$ cat src/rtl/mult_share_arbiter.sv
// Round-robin sharing of one 8x8 unsigned array multiplier among NREQ requesters.
// One operation in flight; the result is held until the consumer accepts it.

module mult8x8 (
    input  logic [7:0]  a,
    input  logic [7:0]  b,
    output logic [15:0] p
);
    always_comb begin
        p = '0;
        for (int unsigned i = 0; i < 8; i++) begin
            if (b[i]) p = p + ({8'b0, a} << i);
        end
    end
endmodule

module mult_share_arbiter #(
    parameter int NREQ = 4,
    parameter int W    = 8,
    localparam int IDW = $clog2(NREQ)
) (
    input  logic                clk,
    input  logic                rst_n,
    input  logic [NREQ-1:0]     req_valid,
    output logic [NREQ-1:0]     req_ready,
    input  logic [NREQ*W-1:0]   req_a,
    input  logic [NREQ*W-1:0]   req_b,
    output logic                rsp_valid,
    output logic [IDW-1:0]      rsp_id,
    output logic [15:0]         rsp_product,
    input  logic                rsp_ready,
    output logic                busy
);
    if (W != 8) begin : g_w_check
        $error("mult_share_arbiter: W must be 8");
    end

    localparam int unsigned N = NREQ;

    typedef enum logic [1:0] {IDLE, MUL, DONE} state_t;

    state_t          state;
    logic [IDW-1:0]  last;
    logic [IDW-1:0]  id;
    logic [W-1:0]    op_a, op_b;
    logic [15:0]     product;

    logic [NREQ-1:0] grant;
    logic            found;
    int unsigned     idx, gidx;
    logic [W-1:0]    sel_a, sel_b;

    mult8x8 u_mult (.a(op_a), .b(op_b), .p(product));

    // Scan starts just after the last winner, wrapping modulo NREQ.
    always_comb begin
        grant = '0;
        found = 1'b0;
        idx   = 0;
        gidx  = 0;
        for (int unsigned k = 1; k <= N; k++) begin
            idx = (32'(last) + k) % N;
            if (!found && req_valid[idx]) begin
                found       = 1'b1;
                grant[idx]  = 1'b1;
                gidx        = idx;
            end
        end
        sel_a = req_a[gidx*W +: W];
        sel_b = req_b[gidx*W +: W];
    end

    assign req_ready = (state == IDLE && rst_n) ? grant : '0;
    assign busy      = (state != IDLE);

    always_ff @(posedge clk or negedge rst_n) begin
        if (!rst_n) begin
            state       <= IDLE;
            last        <= IDW'(NREQ - 1);
            id          <= '0;
            op_a        <= '0;
            op_b        <= '0;
            rsp_valid   <= 1'b0;
            rsp_id      <= '0;
            rsp_product <= '0;
        end else begin
            case (state)
                IDLE: begin
                    if (found) begin
                        op_a  <= sel_a;
                        op_b  <= sel_b;
                        id    <= IDW'(gidx);
                        last  <= IDW'(gidx);
                        state <= MUL;
                    end
                end
                MUL: begin
                    rsp_product <= product;
                    rsp_id      <= id;
                    rsp_valid   <= 1'b1;
                    state       <= DONE;
                end
                DONE: begin
                    if (rsp_ready) begin
                        rsp_valid <= 1'b0;
                        state     <= IDLE;
                    end
                end
                default: state <= IDLE;
            endcase
        end
    end
endmodule

$ cat config.mk
export PLATFORM = sky130hd
export DESIGN_NAME = mult_share_arbiter
export DESIGN_NICKNAME = d
export VERILOG_FILES = /design/src/rtl/mult_share_arbiter.sv
export SDC_FILE = /design/constraint.sdc
export NUM_CORES = 1
export LEC_CHECK = 0
export BUFFER_PORTS_ARGS = -buffer_cell sky130_fd_sc_hd__buf_2
export CORE_MARGIN = 3
export CORE_UTILIZATION = 60
export DETAILED_ROUTE_END_ITERATION = 10
export PLACE_DENSITY = 0.85
export SYNTH_ARGS = -nofsm -noshare
export SYNTH_HDL_FRONTEND = slang
export SYNTH_SLANG_ARGS = --single-unit
$ cat constraint.sdc
create_clock -name clk -period 12.4 [get_ports clk]
set_input_delay 0.62 -clock clk [delete_from_list [all_inputs] [get_ports clk]]
set_output_delay 0.62 -clock clk [all_outputs]
set_load 0.005 [all_outputs]
==> results of run 1 <==
## cell families (layout without fill, tap and decap cells)
| logic type | after synthesis | in the layout | share of synthesized area [%] |
|---|---|---|---|
| buf+inv | 63 | 139 | 4.97 |
| flops | 41 | 41 | 19.0 |
| xor+xnor | 31 | 31 | 5.01 |
| compound gates | 212 | 212 | 26.9 |
| mux | 50 | 50 | 9.66 |
| simple gates | 196 | 196 | 17.1 |
| fa+ha+maj | 71 | 71 | 17.4 |
## routing by layer
layer	GRT usage [%]	wire, um
met3	4.08	1120
met2	55.1	7830
met1	40.7	6500
met4	6.54	261
met5	0	0
## layout make-up
class,instances,area share (%)
clock buffer,6,1.21
clock inverter,2,0.645
inverter,34,2.12
multi-input combinational,560,68.5
sequential,41,17.1
tap,108,2.25
timing repair buffer,97,8.20
## worst max path at each step
stage | from | cells after the start | end | slack, ns
floorplan | op_b[0]$_DFFE_PN0P_ | 41 | rsp_product[13]$_DFFE_PN0P_ | 4.02
global placement | op_a[1]$_DFFE_PN0P_ | 42 | rsp_product[14]$_DFFE_PN0P_ | 3.11
detailed placement | op_a[1]$_DFFE_PN0P_ | 42 | rsp_product[14]$_DFFE_PN0P_ | 2.93
CTS | op_a[1]$_DFFE_PN0P_ | 42 | rsp_product[14]$_DFFE_PN0P_ | 2.86
global route | op_a[1]$_DFFE_PN0P_ | 43 | rsp_product[14]$_DFFE_PN0P_ | 2.14
finish | op_a[1]$_DFFE_PN0P_ | 42 | rsp_product[14]$_DFFE_PN0P_ | 2.70
## critical path, delay by kind of cell (launching register included)
kind | cells | cell delay [ns]
xor+xnor | 4 | 0.63
fa+ha+maj | 8 | 2.29
mux | 2 | 0.43
buf+inv | 2 | 0.16
simple gates | 10 | 2.11
flops | 1 | 0.63
compound gates | 16 | 3.30
## stage by stage
| stage | util [%] | cell area, um2 | cells | hold WS (ns) | worst slack [ns] |
|---|---|---|---|---|---|
| 2_1_floorplan | - | 5420 | 664 | 0.324 | 4.02 |
| 3_3_place_gp | 67.4 | 5900 | 840 | 0.453 | 3.11 |
| 3_5_place_dp | 67.4 | 5900 | 840 | 0.463 | 2.93 |
| 4_1_cts | 68.6 | 6010 | 848 | 0.472 | 2.86 |
| 5_1_grt | 68.6 | 6010 | 848 | 0.521 | 2.14 |
| 6_report | 68.6 | 6010 | 848 | 0.475 | 2.70 |
## synth_stat cells, types with 4 or more instances
cell type / number
a211oi_1: 7
a21o_1: 13
a21oi_1: 46
a222oi_1: 4
a31oi_1: 4
and2_1: 5
and3_1: 7
buf_4: 4
clkbuf_1: 20
dfrtp_1: 39
fa_1: 7
ha_1: 64
inv_1: 33
mux2_2: 8
mux2i_1: 41
nand2_1: 80
nand2b_1: 18
nand3_1: 14
nor2_1: 40
nor2b_1: 10
o21a_1: 11
o21ai_0: 37
o21ai_1: 9
o21bai_1: 4
o221ai_1: 17
o22ai_1: 5
o31a_1: 6
o31ai_1: 8
or2_2: 5
xnor2_1: 22
xor2_1: 9
## registers in the layout, summed over array words and instances (netlist names)
name / cells
last: 2
rsp_product: 16
op_b: 8
rsp_valid: 1
id: 2
rsp_id: 2
state: 2
op_a: 8
==> metrics.cfg, run 1 <==
[synthesis]
synth.net_count = 806
netlist_instances = 664
synth_enable_flop_cells = 0
synthArstFlopShare_pct = 100
netlist_top_cells_area = dfrtp_1, ha_1, mux2i_1
synth_area_leader_cell = dfrtp_1
syn_avg_cell_area_um2 = 8.16
synth_sequential_area_ratio_pct = 19.0
ys_dominant_reg_cell = dfrtp_1
synthDominantCellAreaShare_pct = 18.0
syn-cell-area_mm2 = 0.00542
synth.ff_latch_count = 41
netlist-cell-type-count = 72
ys_warn_count = 0

[route]
drt_pass1_iterations = 5
detail_route.vias_per_cell = 6.45
routed_wirelength_um = 15700
detailed_route_drc_error_count = 0
detailroute.via_count = 5466
routed_wire_length_per_instance_um = 18.5
postRouteAntennaNets = 0
drt_iter0_markers = 340

[global_route]
first_global_vias = 5410
globalRouteOverflowTotal = 0
maximum_number_of_pins_on_one_net_before_global_route_repair = 43
global_route.usage.total_pct = 31.2
wire_length_of_the_first_global_routing_pass_um = 25800
antenna_violations_before_repair = 0

[critical_path]
crit-reg2reg-launch = op_a[1]$_DFFE_PN0P_
worst-path-max-fanout = 12
worst-r2r-cell-count = 42
crit_path_end_kind = flip-flop
worst-r2r-setup-slack_ns = 2.70
worst-setup-path-type = flip-flop to flip-flop
crit_arrival_ns = 9.87
slowest_stage = dfrtp_1
worstSetupStartpointType = flip-flop
cp_data_required_time_ns = 12.57
critPathMaxStageDelay_ns = 0.63
cpMostUsedCell = ha_1
timing.rr.end = rsp_product[14]$_DFFE_PN0P_

[finish]
areaGrowthSynthToFinish_pct = 11.0
multiInputGateArea_mm2 = 0.00412
layout.filler_cells = 744
layout_common_cells = buf_2, nand2_1, ha_1, a21oi_1, mux2i_1
area.sequential_mm2 = 0.00103
layout_commonest_cell = buf_2
final_net_count = 881
ratio_of_cells_with_drive_above_1_in_the_final_layout_pct = 18.0
n_diodes = 0

[floorplan]
die_h_um = 101
core_mm2 = 0.00876
die_width_um = 101
floorplan.initialDensity_pct = 61.8
rows = 34
design.portCount = 95
die_area_mm2 = 0.0102

[timing]
timing.final.hold_violations = 0
final.period_utilization_pct = 78.2
tns_ns = 0
max-slew-margin-rel_pct = 34.8
report.final.setup_viol = 0
peak_freq_ghz = 0.103
unrepaired_setup_endpoints_after_global_routing = no
max_slew.worst_pin.slew_ns = 0.978
slew_violations = 0
finalClockSkew_ns = 0.00472
finalWorstPathRequiredPeriod_ns = 9.70

[flow_run]
drv.max_cap_violation_count = 0

[run_status]
run_status = completed

[placed_design]
port_buffers = 94
place_congestion = 0.993
post-dp-hpwl_um = 12100

[clock_tree]
sink_count_of_the_clock_tree = 41
tritoncts_clock_tree = yes
cts_made_buffers = 5
cts-htree-levels = 2
clock_tree.root_cell = clkbuf_8
postCtsResizedCells = 0
postCtsHoldBufs = 0
worstSkewPairLatency_ns = 0.30
max-clock-path-buffers = 2
number_of_buffers_inserted_by_post_cts_setup_repair = 0
path_clk_slew_ns = 0.09

[min_path]
min-delay-path-class = input pin to async pin

Power of run 1 is left out: the tool's default activity adds up to more than one toggle a clock period on the data nets, which glitch-free logic cannot reach.
==> inputs of run 2 (changes only) <==
Settings changed: CORE_UTILIZATION 60 to 53, PLACE_DENSITY 0.85 to 0.79.
Clock period 12.4 ns to 8.45 ns, I/O delays scaled along.
==> metrics.cfg, run 2 (same netlist as run 1, synthesis figures left out) <==
[floorplan]
design.portCount = 95  ; unchanged
die_h_um = 107  ; was 101 um
floorplan.initialDensity_pct = 54.9  ; was 61.8%
die_width_um = 107  ; was 101 um
rows = 36  ; was 34
core_mm2 = 0.00986  ; was 0.00876 mm2
die_area_mm2 = 0.0115  ; was 0.0102 mm2

[global_route]
maximum_number_of_pins_on_one_net_before_global_route_repair = 43  ; unchanged
antenna_violations_before_repair = 0  ; unchanged
wire_length_of_the_first_global_routing_pass_um = 26400  ; was 25800 um
grt_busiest_layer = met2  ; unchanged
global_route.usage.total_pct = 28.1  ; was 31.2%
globalRouteOverflowTotal = 0  ; unchanged
use_met1_pct = 37.4  ; was 40.7%
globalRouteMet2Util_pct = 46.5  ; was 55.1%
met3_usage_pct = 4.64  ; was 4.08%
first_global_vias = 5563  ; was 5410

[critical_path]
cpMostUsedCell = ha_1  ; unchanged
worst-setup-path-type = flip-flop to flip-flop  ; unchanged
timing.rr.end = rsp_product[13]$_DFFE_PN0P_  ; was rsp_product[14]$_DFFE_PN0P_
worstSetupStartpointType = flip-flop  ; unchanged
crit-reg2reg-launch = op_b[0]$_DFFE_PN0P_  ; was op_a[1]$_DFFE_PN0P_
cp_data_required_time_ns = 8.65  ; was 12.57 ns
crit_path_end_kind = flip-flop  ; unchanged
worst-r2r-cell-count = 43  ; was 42
crit_arrival_ns = 9.19  ; was 9.87 ns
worst-path-max-fanout = 8  ; was 12
critPathMaxStageDelay_ns = 0.43  ; was 0.63 ns
slowest_stage = fa_2  ; was dfrtp_1
worst-r2r-setup-slack_ns = -0.54  ; was 2.70 ns

[route]
drt_iter0_markers = 609  ; was 340
detail_route.vias_per_cell = 6.55  ; was 6.45
detailed_route_drc_error_count = 0  ; unchanged
drt_pass1_iterations = 5  ; unchanged
postRouteAntennaNets = 0  ; unchanged
detailroute.via_count = 6264  ; was 5466
routed_wire_length_per_instance_um = 20.8  ; was 18.5 um
routed_wirelength_um = 19900  ; was 15700 um

[finish]
largest_register_ffs = 16  ; unchanged
final_net_count = 964  ; was 881
n_diodes = 0  ; unchanged
leading_registers_by_flop_count = rsp_product (16), op_a (8), op_b (8)  ; unchanged
areaGrowthSynthToFinish_pct = 34.3  ; was 11.0%
fin_util_pct = 73.8  ; was 68.6%
largest-register = rsp_product  ; unchanged
ratio_of_cells_with_drive_above_1_in_the_final_layout_pct = 37.1  ; was 18.0%
layout_common_cells = buf_2, buf_4, nand2_1, ha_1, mux2i_1  ; was buf_2, nand2_1, ha_1, a21oi_1, mux2i_1
layout_commonest_cell = buf_2  ; unchanged

[clock_tree]
cts_made_buffers = 5  ; unchanged
worstSkewPairLatency_ns = 0.32  ; was 0.30 ns
path_clk_slew_ns = 0.11  ; was 0.09 ns
clock_tree.root_cell = clkbuf_8  ; unchanged
cts-htree-levels = 2  ; unchanged
sink_count_of_the_clock_tree = 41  ; unchanged
tritoncts_clock_tree = yes  ; unchanged
postCtsHoldBufs = 0  ; unchanged
max-clock-path-buffers = 2  ; unchanged

[timing]
unrepaired_setup_endpoints_after_global_routing = yes  ; was no
timing.final.hold_violations = 0  ; unchanged
finalClockSkew_ns = 0.0272  ; was 0.00472 ns
peak_freq_ghz = 0.111  ; was 0.103 GHz
finalWorstSetupSlack_ns = -0.536  ; was 2.70 ns
max_slew.worst_pin.slew_ns = 0.967  ; was 0.978 ns
final.period_utilization_pct = 106  ; was 78.2%
finalWorstPathRequiredPeriod_ns = 8.99  ; was 9.70 ns
max-slew-margin-rel_pct = 35.3  ; was 34.8%
slew_violations = 0  ; unchanged
report.final.setup_viol = 5  ; was 0

[flow_run]
drv.max_cap_violation_count = 0  ; unchanged

[min_path]
min-delay-path-class = input pin to async pin  ; unchanged

[run_status]
violations = negative setup slack
run_status = complete, but fails checks  ; was completed

[placed_design]
post-dp-hpwl_um = 11800  ; was 12100 um
place_congestion = 0.938  ; was 0.993
port_buffers = 94  ; unchanged
worst_slack_at_placement_ns = -0.412  ; was 2.93 ns

run 2: worst max path at each step:
stage                             endpoint                 from  depth (start not counted)
4_1_cts        rsp_product[14]$_DFFE_PN0P_  op_b[0]$_DFFE_PN0P_                         42
5_1_grt        rsp_product[13]$_DFFE_PN0P_  op_b[0]$_DFFE_PN0P_                         44
3_3_place_gp   rsp_product[14]$_DFFE_PN0P_  op_b[0]$_DFFE_PN0P_                         44
2_1_floorplan  rsp_product[13]$_DFFE_PN0P_  op_b[0]$_DFFE_PN0P_                         41
6_report       rsp_product[13]$_DFFE_PN0P_  op_b[0]$_DFFE_PN0P_                         43
3_5_place_dp   rsp_product[14]$_DFFE_PN0P_  op_b[0]$_DFFE_PN0P_                         41
run 2: through the flow:
step	setup TNS (ns)	instance area [um2]	cells	hold slack, ns
floorplan	0	5420	664	0.127
global route	-3.64	7280	956	0.215
global placement	-0.470	6260	908	0.450
CTS	0	6570	926	0.199
finish	-1.93	7280	956	0.167
detailed placement	-1.18	6260	908	0.471
run 2: routing by layer:
layer	share of wire (%)	routed length, um	vias to the layer above
met5	0	0	-
met4	5.8	1150	0
met3	9.1	1820	123
met2	47	9370	429
met1	38	7590	2959
li1	-	-	2753
run 2: critical path, delay by kind of cell (launching register included):
family          cells  cell delay [ns]
compound gates     20             3.43
fa+ha+maj           7             2.49
xor+xnor            5             0.99
simple gates        4             0.43
flops               1             0.41
mux                 2             0.53
buf+inv             5             0.60
run 2: timing repair:
| item | CTS | global route |
|---|---|---|
| endpoints found under the setup margin | 4 | 6 |
| buffers inserted | 10 | 30 |
| pin swaps | 12 | 77 |
| gates resized for setup | 29 | 95 |
| gates cloned | 0 | 0 |
run 2: cell type report:
type                            instances  area, um2
Inverter                               34        128
Fill cell                             639       2590
Clock inverter                          3       17.5
Multi-Input combinational cell        560       4740
Sequential cell                        41       1030
Tap cell                              133        166
Timing Repair Buffer                  180       1130
Clock buffer                            5       68.8
Power of run 2 is left out for the same reason.
==> inputs of run 3 (changes only) <==
Settings changed: CORE_UTILIZATION 53 to 58, PLACE_DENSITY 0.79 to 0.82.
Clock period 8.45 ns to 9.5 ns, I/O delays scaled along.
==> metrics.cfg, run 3 (same netlist as run 1, synthesis figures left out) <==
[finish]
layout_common_cells = buf_2, nand2_1, ha_1, a21oi_1, mux2i_1  ; was buf_2, buf_4, nand2_1, ha_1, mux2i_1
largest_register_ffs = 16  ; unchanged
layout.filler_cells = 722  ; was 639
layout_commonest_cell = buf_2  ; unchanged
areaGrowthSynthToFinish_pct = 13.8  ; was 34.3%
n_diodes = 0  ; unchanged
area.sequential_mm2 = 0.00103  ; unchanged
multiInputGateArea_mm2 = 0.00421  ; was 0.00474 mm2
largest-register = rsp_product  ; unchanged
design_area_mm2 = 0.00616  ; was 0.00728 mm2
finish.cell_count_without_fillers = 858  ; was 956
leading_registers_by_flop_count = rsp_product (16), op_a (8), op_b (8)  ; unchanged
final_net_count = 891  ; was 964
ratio_of_cells_with_drive_above_1_in_the_final_layout_pct = 20.8  ; was 37.1%

[route]
detailroute.via_count = 5535  ; was 6264
m1WireLength_um = 6590  ; was 7590 um
drt_pass1_iterations = 5  ; unchanged
detail_route.vias_per_cell = 6.45  ; was 6.55
top_layer = met4  ; unchanged
wl_met3_um = 1140  ; was 1820 um
routed_wirelength_um = 15700  ; was 19900 um
routed_wire_length_per_instance_um = 18.3  ; was 20.8 um
postRouteAntennaNets = 0  ; unchanged
detailed_route_drc_error_count = 0  ; unchanged
drt_iter0_markers = 438  ; was 609
met2WireLength_um = 7740  ; was 9370 um

[critical_path]
worst-r2r-cell-count = 42  ; was 43
cp_top_family = compound AO/OA/AOI/OAI gates  ; unchanged
critPathMaxStageDelay_ns = 0.41  ; was 0.43 ns
crit_path_end_kind = flip-flop  ; unchanged
cp_data_required_time_ns = 9.65  ; was 8.65 ns
slowest_stage = dfrtp_1  ; was fa_2
cpMostUsedCell = ha_1  ; unchanged
worstSetupStartpointType = flip-flop  ; unchanged
worst-setup-path-type = flip-flop to flip-flop  ; unchanged
worst-path-max-fanout = 5  ; was 8
crit_arrival_ns = 9.18  ; was 9.19 ns
critical_path_buffer_and_inverter_count = 2  ; was 5
critical_path_depth = 42  ; was 43

[timing]
max-slew-margin-rel_pct = 29.7  ; was 35.3%
holdWs_ns = 0.220  ; was 0.167 ns
peak_freq_ghz = 0.111  ; about the same
slew_violations = 0  ; unchanged
report.final.setup_viol = 0  ; was 5
finalClockSkew_ns = 0.00822  ; was 0.0272 ns
final.period_utilization_pct = 95.1  ; was 106%
finalWorstPathRequiredPeriod_ns = 9.03  ; was 8.99 ns
timing.final.hold_violations = 0  ; unchanged
max_slew.worst_pin.slew_ns = 1.05  ; was 0.967 ns

[clock_tree]
path_clk_slew_ns = 0.09  ; was 0.11 ns
tritoncts_clock_tree = yes  ; unchanged
worstSkewPairLatency_ns = 0.31  ; was 0.32 ns
cts_made_buffers = 5  ; unchanged
clock_tree.root_cell = clkbuf_8  ; unchanged
cts-htree-levels = 2  ; unchanged
postCtsHoldBufs = 0  ; unchanged
max-clock-path-buffers = 2  ; unchanged
sink_count_of_the_clock_tree = 41  ; unchanged

[global_route]
wire_length_of_the_first_global_routing_pass_um = 25200  ; was 26400 um
maximum_number_of_pins_on_one_net_before_global_route_repair = 43  ; unchanged
globalRouteOverflowTotal = 0  ; unchanged
global_route.usage.total_pct = 29.7  ; was 28.1%
antenna_violations_before_repair = 0  ; unchanged
first_global_vias = 5317  ; was 5563

[floorplan]
design.portCount = 95  ; unchanged
rows = 34  ; was 36
die_width_um = 103  ; was 107 um
floorplan.initialDensity_pct = 60.9  ; was 54.9%
die_h_um = 103  ; was 107 um
core_mm2 = 0.00889  ; was 0.00986 mm2
die_area_mm2 = 0.0105  ; was 0.0115 mm2

[flow_run]
drv.max_cap_violation_count = 0  ; unchanged

[placed_design]
post-dp-hpwl_um = 12100  ; was 11800 um
port_buffers = 94  ; unchanged
dp.cells = 849  ; was 908
placed_area_mm2 = 0.00597  ; was 0.00626 mm2
place_congestion = 0.895  ; was 0.938

[min_path]
min-delay-path-class = input pin to async pin  ; unchanged

[run_status]
run_status = completed  ; was complete, but fails checks

-- run 3: repair_timing --
action | in CTS | in global routing
endpoints found under the setup margin | 0 | 4
setup buffers | 0 | 1
gates resized for setup | 0 | 15
-- run 3: cell type report --
cell class / instances / area share, %
Inverter: 34 / 2.07
Sequential cell: 41 / 16.7
Timing Repair Buffer: 107 / 9.22
Clock buffer: 5 / 1.12
Multi-Input combinational cell: 560 / 68.3
Tap cell: 108 / 2.19
Clock inverter: 3 / 0.406
-- run 3: worst paths after layout --
kind	startpoint	slack, ns	to
setup / recovery	op_b[0]$_DFFE_PN0P_	0.47	rsp_product[14]$_DFFE_PN0P_
hold / removal	rst_n	0.22	rsp_product[11]$_DFFE_PN0P_
setup reg to reg	op_b[0]$_DFFE_PN0P_	0.47	rsp_product[14]$_DFFE_PN0P_
hold reg to reg	id[1]$_DFFE_PN0P_	0.49	id[1]$_DFFE_PN0P_
max in group asynchronous	rst_n	8.90	last[0]$_DFFE_PN1P_
min in group clk	rsp_ready	0.39	state[1]$_DFFE_PN0P_
-- run 3: metal layers --
layer  up-vias  GRT usage (%)
li1       2619              -
met1      2662           39.1
met2       229           51.6
met3        25           3.79
met4         0           7.57
met5         -              0
-- run 3: per-stage QoR --
stage / TNS [ns] / util [%] / setup WS, ns
after floorplan: 0 / - / 1.12
after global placement: 0 / 67.2 / 0.440
after detailed placement: 0 / 67.2 / 0.240
after CTS: 0 / 68.2 / 0.189
after global routing: -0.0136 / 69.3 / -0.0136
final: 0 / 69.3 / 0.467
Power of run 3 is left out for the same reason.
